## config.mk

```make
export PLATFORM = sky130hd
export DESIGN_NAME = sys_bridge_mc
export DESIGN_NICKNAME = d
export VERILOG_FILES = /design/src/rtl/sys_bridge_mc_pkg.sv /design/src/rtl/sys_bridge_intc.sv /design/src/rtl/sys_bridge_mc.sv
export SDC_FILE = /design/constraint.sdc
export NUM_CORES = 1
export LEC_CHECK = 0
export BUFFER_PORTS_ARGS = -buffer_cell sky130_fd_sc_hd__buf_4
export CAP_MARGIN = 20
export CORE_AREA = 10 10 143 145
export CTS_CLUSTER_SIZE = 28
export DETAILED_ROUTE_END_ITERATION = 8
export DIE_AREA = 0 0 153 155
export SYNTH_ARGS = -nofsm -noshare
export SYNTH_HDL_FRONTEND = slang
export SYNTH_SLANG_ARGS = --single-unit
```

## constraint.sdc

```tcl
create_clock -name clk -period 2.3 [get_ports clk]
set_clock_uncertainty 0.1 [all_clocks]
set_input_delay 0.115 -clock clk [delete_from_list [all_inputs] [get_ports clk]]
set_output_delay 0.115 -clock clk [all_outputs]
set_load 0.03 [all_outputs]
```

## src/rtl/sys_bridge_mc_pkg.sv

```systemverilog
// Shared codes, register offsets and window helper for the multi-channel system bridge.
// No logic, so it adds no latency and has no backpressure.
// Exception / access-mode encodings match the CPU M-stage data port.
package sys_bridge_mc_pkg;

    localparam logic [4:0] exc_none = 5'd0;
    localparam logic [4:0] exc_adel = 5'd4;
    localparam logic [4:0] exc_ades = 5'd5;

    localparam logic [1:0] dm_rn = 2'd0;
    localparam logic [1:0] dm_rw = 2'd1;
    localparam logic [1:0] dm_rh = 2'd2;
    localparam logic [1:0] dm_rb = 2'd3;

    localparam logic [3:0] dm_wn = 4'd0;
    localparam logic [3:0] dm_ww = 4'd1;
    localparam logic [3:0] dm_wh = 4'd2;
    localparam logic [3:0] dm_wb = 4'd3;

    // word index inside the INTC window
    localparam logic [1:0] bridge_intc_mask    = 2'd0;
    localparam logic [1:0] bridge_intc_pend    = 2'd1;
    localparam logic [1:0] bridge_intc_badaddr = 2'd2;

    function automatic logic win_overlap(input logic [31:0] a_lo, input logic [31:0] a_hi,
                                         input logic [31:0] b_lo, input logic [31:0] b_hi);
        return (a_lo <= b_hi) && (b_lo <= a_hi);
    endfunction

endpackage

```

## src/rtl/sys_bridge_intc.sv

```systemverilog
// Interrupt controller: timer IRQ edge detect, maskable pending bits, BADADDR capture, register reads.
// Register reads are combinational (the bridge registers them); writes land on the access edge.
// No backpressure: every write and every IRQ edge is accepted in the cycle it occurs.
module sys_bridge_intc
    import sys_bridge_mc_pkg::*;
#(
    parameter int NUM_TC = 2
) (
    input  logic              clk,
    input  logic              reset,
    input  logic [NUM_TC-1:0] tc_irq,
    input  logic              wr_en,
    input  logic [1:0]        reg_off,
    input  logic [31:0]       wr_data,
    input  logic              exc_vld,
    input  logic [31:0]       bad_addr,
    output logic [31:0]       rd_data,
    output logic [NUM_TC-1:0] irq_out
);

    logic [NUM_TC-1:0] prev;
    logic [NUM_TC-1:0] pending;
    logic [NUM_TC-1:0] mask;
    logic [31:0]       badaddr;
    logic [NUM_TC-1:0] clr;

    assign clr = (wr_en && reg_off == bridge_intc_pend) ? wr_data[NUM_TC-1:0] : '0;

    always_ff @(posedge clk or negedge reset) begin
        if (!reset) begin
            prev    <= '0;
            pending <= '0;
            mask    <= '1;
            badaddr <= '0;
        end else begin
            prev    <= tc_irq;
            // new edge is ORed in after the clear so a simultaneous set wins
            pending <= (pending & ~clr) | (tc_irq & ~prev);
            if (wr_en && reg_off == bridge_intc_mask)
                mask <= wr_data[NUM_TC-1:0];
            if (exc_vld)
                badaddr <= bad_addr;
        end
    end

    always_comb begin
        rd_data = '0;
        case (reg_off)
            bridge_intc_mask:    rd_data = 32'(mask);
            bridge_intc_pend:    rd_data = 32'(pending);
            bridge_intc_badaddr: rd_data = badaddr;
            default:             rd_data = '0;
        endcase
    end

    assign irq_out = pending & mask;

endmodule

```

## src/rtl/sys_bridge_mc.sv

```systemverilog
// Bridge from the CPU M-stage data port to DM, NUM_TC timers, IG and the internal INTC.
// Decode/exceptions/strobes are combinational; read data is registered with 1-cycle latency.
// No backpressure: one access per cycle is always accepted; faulting accesses are squashed.
module sys_bridge_mc
    import sys_bridge_mc_pkg::*;
#(
    parameter int          NUM_TC    = 2,
    parameter logic [31:0] DM_TOP    = 32'h0000_2FFF,
    parameter logic [31:0] TC_BASE   = 32'h0000_7F00,
    parameter logic [31:0] IG_BASE   = 32'h0000_7F20,
    parameter logic [31:0] INTC_BASE = 32'h0000_7F30
) (
    input  logic                 clk,
    input  logic                 reset,
    input  logic                 req_valid,
    input  logic [31:0]          m_data_addr,
    input  logic [31:0]          m_data_wdata,
    input  logic [3:0]           m_data_byteen,
    input  logic [1:0]           read_mode,
    input  logic [3:0]           write_mode,
    output logic [31:0]          m_data_rdata,
    output logic                 rdata_valid,
    output logic [4:0]           e_code,
    output logic [31:0]          dm_addr,
    output logic [31:0]          dm_wdata,
    output logic [3:0]           dm_byteen,
    input  logic [31:0]          dm_rdata,
    output logic [31:0]          ig_addr,
    output logic [3:0]           ig_byteen,
    output logic [31:0]          tc_addr,
    output logic [31:0]          tc_wdata,
    output logic [NUM_TC-1:0]    tc_we,
    input  logic [32*NUM_TC-1:0] tc_rdata,
    input  logic [NUM_TC-1:0]    tc_irq,
    output logic [NUM_TC-1:0]    irq_out,
    output logic                 irq_any
);

    localparam logic [31:0] IG_TOP   = IG_BASE + 32'd3;
    localparam logic [31:0] INTC_TOP = INTC_BASE + 32'd11;

    if (NUM_TC < 1 || NUM_TC > 8) begin : g_bad_num_tc
        $error("sys_bridge_mc: NUM_TC must be 1..8");
    end
    if (win_overlap(32'd0, DM_TOP, IG_BASE, IG_TOP) ||
        win_overlap(32'd0, DM_TOP, INTC_BASE, INTC_TOP) ||
        win_overlap(IG_BASE, IG_TOP, INTC_BASE, INTC_TOP)) begin : g_bad_win
        $error("sys_bridge_mc: DM/IG/INTC windows overlap");
    end

    logic [NUM_TC-1:0] hit_tc;
    logic [NUM_TC-1:0] hit_tc_count;
    logic              hit_dm, hit_ig, hit_intc, any_tc, any_hit;
    logic [1:0]        intc_word;
    logic              rd_req, wr_req, adel, ades, exc;
    logic [31:0]       intc_rdata;
    logic [31:0]       rd_sel;

    for (genvar i = 0; i < NUM_TC; i++) begin : g_tc
        localparam logic [31:0] LO = TC_BASE + 32'(16 * i);
        localparam logic [31:0] HI = LO + 32'd11;
        if (win_overlap(LO, HI, 32'd0, DM_TOP) || win_overlap(LO, HI, IG_BASE, IG_TOP) ||
            win_overlap(LO, HI, INTC_BASE, INTC_TOP)) begin : g_bad_tc_win
            $error("sys_bridge_mc: timer window overlaps another window");
        end
        assign hit_tc[i]       = (m_data_addr >= LO) && (m_data_addr <= HI);
        assign hit_tc_count[i] = hit_tc[i] && (m_data_addr >= LO + 32'd8);
        assign tc_we[i]        = req_valid && hit_tc[i] && (|m_data_byteen) && !exc;
    end

    assign hit_dm   = m_data_addr <= DM_TOP;
    assign hit_ig   = (m_data_addr >= IG_BASE) && (m_data_addr <= IG_TOP);
    assign hit_intc = (m_data_addr >= INTC_BASE) && (m_data_addr <= INTC_TOP);
    assign any_tc   = |hit_tc;
    assign any_hit  = hit_dm || hit_ig || hit_intc || any_tc;

    always_comb begin
        intc_word = bridge_intc_mask;
        if (m_data_addr >= INTC_BASE + 32'd8)
            intc_word = bridge_intc_badaddr;
        else if (m_data_addr >= INTC_BASE + 32'd4)
            intc_word = bridge_intc_pend;
    end

    assign rd_req = req_valid && (read_mode != dm_rn);
    assign wr_req = req_valid && (write_mode != dm_wn);

    assign adel = rd_req && (
                      (hit_dm && ((read_mode == dm_rw && m_data_addr[1:0] != 2'b00) ||
                                  (read_mode == dm_rh && m_data_addr[0]))) ||
                      ((any_tc || hit_intc) && (read_mode == dm_rh || read_mode == dm_rb)) ||
                      !any_hit);

    assign ades = wr_req && (
                      (write_mode == dm_ww && m_data_addr[1:0] != 2'b00) ||
                      (write_mode == dm_wh && m_data_addr[0]) ||
                      ((any_tc || hit_intc) && write_mode != dm_ww) ||
                      (|hit_tc_count) ||
                      (hit_intc && intc_word == bridge_intc_badaddr) ||
                      !any_hit);

    assign exc    = adel || ades;
    assign e_code = adel ? exc_adel : (ades ? exc_ades : exc_none);

    assign dm_addr   = m_data_addr;
    assign dm_wdata  = m_data_wdata;
    assign dm_byteen = (req_valid && hit_dm && !exc) ? m_data_byteen : 4'b0000;
    assign ig_addr   = m_data_addr;
    assign ig_byteen = (req_valid && hit_ig && !exc) ? m_data_byteen : 4'b0000;
    assign tc_addr   = m_data_addr;
    assign tc_wdata  = m_data_wdata;

    sys_bridge_intc #(.NUM_TC(NUM_TC)) u_intc (
        .clk      (clk),
        .reset    (reset),
        .tc_irq   (tc_irq),
        .wr_en    (wr_req && hit_intc && !exc),
        .reg_off  (intc_word),
        .wr_data  (m_data_wdata),
        .exc_vld  (exc),
        .bad_addr (m_data_addr),
        .rd_data  (intc_rdata),
        .irq_out  (irq_out)
    );

    assign irq_any = |irq_out;

    // IG is write-only from the CPU side and reads back as zero
    always_comb begin
        rd_sel = '0;
        if (hit_dm)
            rd_sel = dm_rdata;
        else if (hit_intc)
            rd_sel = intc_rdata;
        for (int i = 0; i < NUM_TC; i++)
            if (hit_tc[i])
                rd_sel = tc_rdata[32*i +: 32];
    end

    always_ff @(posedge clk or negedge reset) begin
        if (!reset) begin
            m_data_rdata <= '0;
            rdata_valid  <= 1'b0;
        end else if (rd_req && !exc) begin
            m_data_rdata <= rd_sel;
            rdata_valid  <= 1'b1;
        end else begin
            rdata_valid  <= 1'b0;
        end
    end

endmodule

```

==> metrics.md <==
| Metric | Value |
|---|---|
| Sequential share of the synthesized area | `33.2%` |
| CTS Buffer Depth | `2` |
| Die area | `23700 um^2` |
| Post-synth top flop | `dfrtp_1` |
| CP peak stage delay | `0.29 ns` |
| Placer congestion estimate | `0.830` |
| Post-synth ARST share | `100%` |
| CTS tree | `done` |
| Area Overhead vs Synth | `49.8%` |
| Post-DRT Antenna Nets | `0` |
| Num CTS Buffers | `9` |
| Largest net degree at the start of global routing | `72` |
| Slew Limit Headroom | `37.3%` |
| Clk Tree Root Cell | `clkbuf_16` |
| DRT Pass-1 Iters | `8` |
| Worst path required time | `2.09 ns` |
| Worst setup endpoint | `dm_byteen[1]` |
| Placed cell area | `7130 um^2` |
| Synth Warn # | `0` |
| Drt wl/cell | `21.4 um` |
| Clock insertion delay at the later pin of the skew report | `0.34 ns` |
| Worst setup startpoint | `m_data_addr[20]` |
| Reg2Reg Depth | `5` |
| DR DRC count | `0` |
| Distinct cells, synth | `55` |
| Detailed Place HPWL | `16900 um` |
| Share of layout cells above drive strength 1 | `63.0%` |
| Final WS setup | `-0.0141 ns` |
| Initial antenna violation count | `0` |
| Worst-path cell chain | `buf_6, nor4_4, buf_4, nand4_1, buf_6, nor3_4, a211oi_2, nand2_1, and2_4, buf_12, and4_1, buf_6` |
| Clk slew on worst S/H paths | `0.06 ns` |
| Yosys reg bits | `71` |
| Max Fclk | `432 MHz` |
| Routed WL | `21400 um` |
| Status | `finished, violations left` |
| Initial core utilization | `30.4%` |
| Post-route cell area | `8040 um^2` |
| Worst EP arrival | `2.10 ns` |
| Dpl ws | `-0.377 ns` |
| GRT Total Usage | `17.0%` |
| Global-route wire length before repair | `31800 um` |
| # H-tree levels | `3` |
| Slowest CP cell | `nor4_4` |
| Final setup vio count | `1` |
| I/O Buffers | `292` |
| Reg-to-reg slack, setup | `0.91 ns` |
| Failing checks | `setup timing` |
| Die W | `153 um` |
| Tmin final | `2.31 ns` |
| Max-cap viol count | `0` |
| Sink Count | `71` |
| Crit path max fanout | `8` |
| LEAKAGE | `4.00 nW` |
| Tcrit/Tclk final | `101%` |
| Drt initial violations | `311` |
| Crit-path most repeated cell | `buf_6` |
| Syn avg cell area | `10.1 um^2` |
| Setup crit end kind | `output pin` |
| Critical Setup Path Class | `in -> out` |
| Core Util, Final | `45.5%` |
| Actual transition at the worst max-transition pin | `0.940 ns` |
| Diode count | `0` |
| Final nets | `937` |
| Pwr dens | `476 nW/um^2` |
| Row cnt | `49` |
| Reg2reg end | `m_data_rdata[0]` |
| EDFF count, synth | `0` |
| Mapped Cells | `531` |
| Hold Vio Cnt, Final | `0` |
| Mapped cell area | `5370 um^2` |
| Via density | `4.84` |
| RSZ-0062 raised after global routing | `true` |
| Vias in the first global route | `5259` |
| Final TNS setup | `-0.0141 ns` |
| Worst min path class | `in -> reg` |
| Worst Setup Start Kind | `input pin` |
| Grt ovf | `0` |
| Die Y | `155 um` |
| # IOs | `386` |
| WHS | `0.0106 ns` |
| Via count | `4821` |
| CORE AREA | `17700 um^2` |
| Final Max Slew Viols | `0` |
| FF-to-FF Start | `u_intc.mask[0]` |
| Worst VDD drop | `0.326 mV` |
[per-stage QoR]
stage	power, W	instances
after global routing	0.00399	996
after global placement	0.00223	937
after floorplan	0.00203	533
final	0.00383	996
after CTS	0.00388	993
after detailed placement	0.00224	937
[cells in the mapped netlist, types with 2 or more instances]
library cell	instances	area, um^2
o31ai_1	2	15.0
a222oi_1	32	320
and4_1	9	78.8
and2_1	8	50.1
mux2_2	30	338
mux2_4	32	480
buf_12	3	60.1
a22oi_1	2	15.0
o211ai_1	2	15.0
a21o_1	2	15.0
nand2_1	64	240
nor3_1	4	20.0
a21oi_1	6	30.0
mux2_1	2	22.5
a22o_1	2	17.5
nand4_1	7	43.8
and3_1	2	12.5
mux2i_1	2	20.0
nand3_1	3	15.0
or3_1	4	25.0
dfrtp_1	69	1730
buf_4	166	1250
nor3_2	2	20.0
a211oi_2	2	25.0
buf_6	4	45.0
xor2_1	2	17.5
nor2_1	9	33.8
and3b_1	2	17.5
inv_1	9	33.8
dfstp_2	2	52.6
a211oi_1	4	30.0
o21ai_0	5	25.0
nor4_1	4	25.0
clkbuf_1	12	45.0
[how the worst min path moves through the flow]
| stage | to | slack, ns | depth (start not counted) | from |
|---|---|---|---|---|
| finish | m_data_rdata[26] | 0.01 | 4 | dm_rdata[26] |
| global route | m_data_rdata[19] | 0.01 | 4 | dm_rdata[19] |
| CTS | m_data_rdata[23] | 0.00002 | 4 | dm_rdata[23] |
| detailed placement | tc_wdata[4] | 0.13 | 0 | m_data_wdata[4] |
| global placement | tc_wdata[4] | 0.13 | 0 | m_data_wdata[4] |
| floorplan | m_data_rdata[0] | -0.28 | 0 | reset |
[cell families (layout without fill, tap and decap cells)]
| group | Yosys count | count (layout) | share of synthesized area [%] |
|---|---|---|---|
| flops | 71 | 71 | 33.2 |
| buf+inv | 196 | 430 | 26.8 |
| xor+xnor | 2 | 2 | 0.326 |
| compound gates | 68 | 68 | 11.2 |
| mux | 66 | 66 | 16.0 |
| simple gates | 127 | 127 | 12.4 |
| other cells | 1 | 3 | 0.0699 |
[power by group]
| group | total (W) | switching (W) | internal, W |
|---|---|---|---|
| registers | 0.00135 | 0.0000392 | 0.00131 |
| logic | 0.000952 | 0.000474 | 0.000478 |
| clock network | 0.00152 | 0.000549 | 0.000975 |
| total | 0.00383 | 0.00106 | 0.00276 |
[final cells by class]
type	count	area (um^2)
Sequential cell	71	1780
Clock inverter	6	83.8
Timing Repair Buffer	405	3340
Clock buffer	10	239
Inverter	9	36.3
Fill cell	1724	9620
Tap cell	229	287
Multi-Input combinational cell	266	2270
[critical path, delay by kind of cell]
kind                   cells  cell delay [ns]
AND/OR/NAND/NOR            6             1.14
AO/OA/AOI/OAI              1             0.11
buffers and inverters      5             0.73
[registers in the layout, summed over array words and instances, names as in the netlist]
register,flops
m_data_rdata,32
u_intc.badaddr,32
u_intc.mask,2
u_intc.pending,2
u_intc.prev,2
rdata_valid,1
[layer usage]
metal / wire (um) / vias up / share of wire (%) / GRT usage, %
li1: - / 2197 / - / -
met1: 8220 / 2315 / 38 / 18.9
met2: 10900 / 286 / 51 / 29.7
met3: 1900 / 23 / 8.9 / 6.23
met4: 355 / 0 / 1.7 / 5.00
met5: 0 / - / 0 / 0
[cell usage in the layout (no fill, tap or decap), types with 5 or more instances in the layout]
master         synthesis  routed
buf_4                166     345
dfrtp_1               69      69
nand2_1               64      64
mux2_4                32      32
a222oi_1              32      32
mux2_2                30      30
dlygate4sd3_1          0      30
buf_6                  4      18
buf_12                 3      11
and4_1                 9       9
clkbuf_16              0       9
inv_1                  9       8
nor2_1                 9       8
nand4_1                7       7
a21oi_1                6       6
and2_4                 1       5
[timing repair]
action,4_1_cts,5_1_grt
setup endpoints to repair,31,26
gates resized for setup,23,17
pin swaps,11,6
setup buffers,9,5
hold endpoints to repair,100,0
hold buffers,30,0
cloned,1,0
Note: power is estimated with default switching activity, not from simulation.
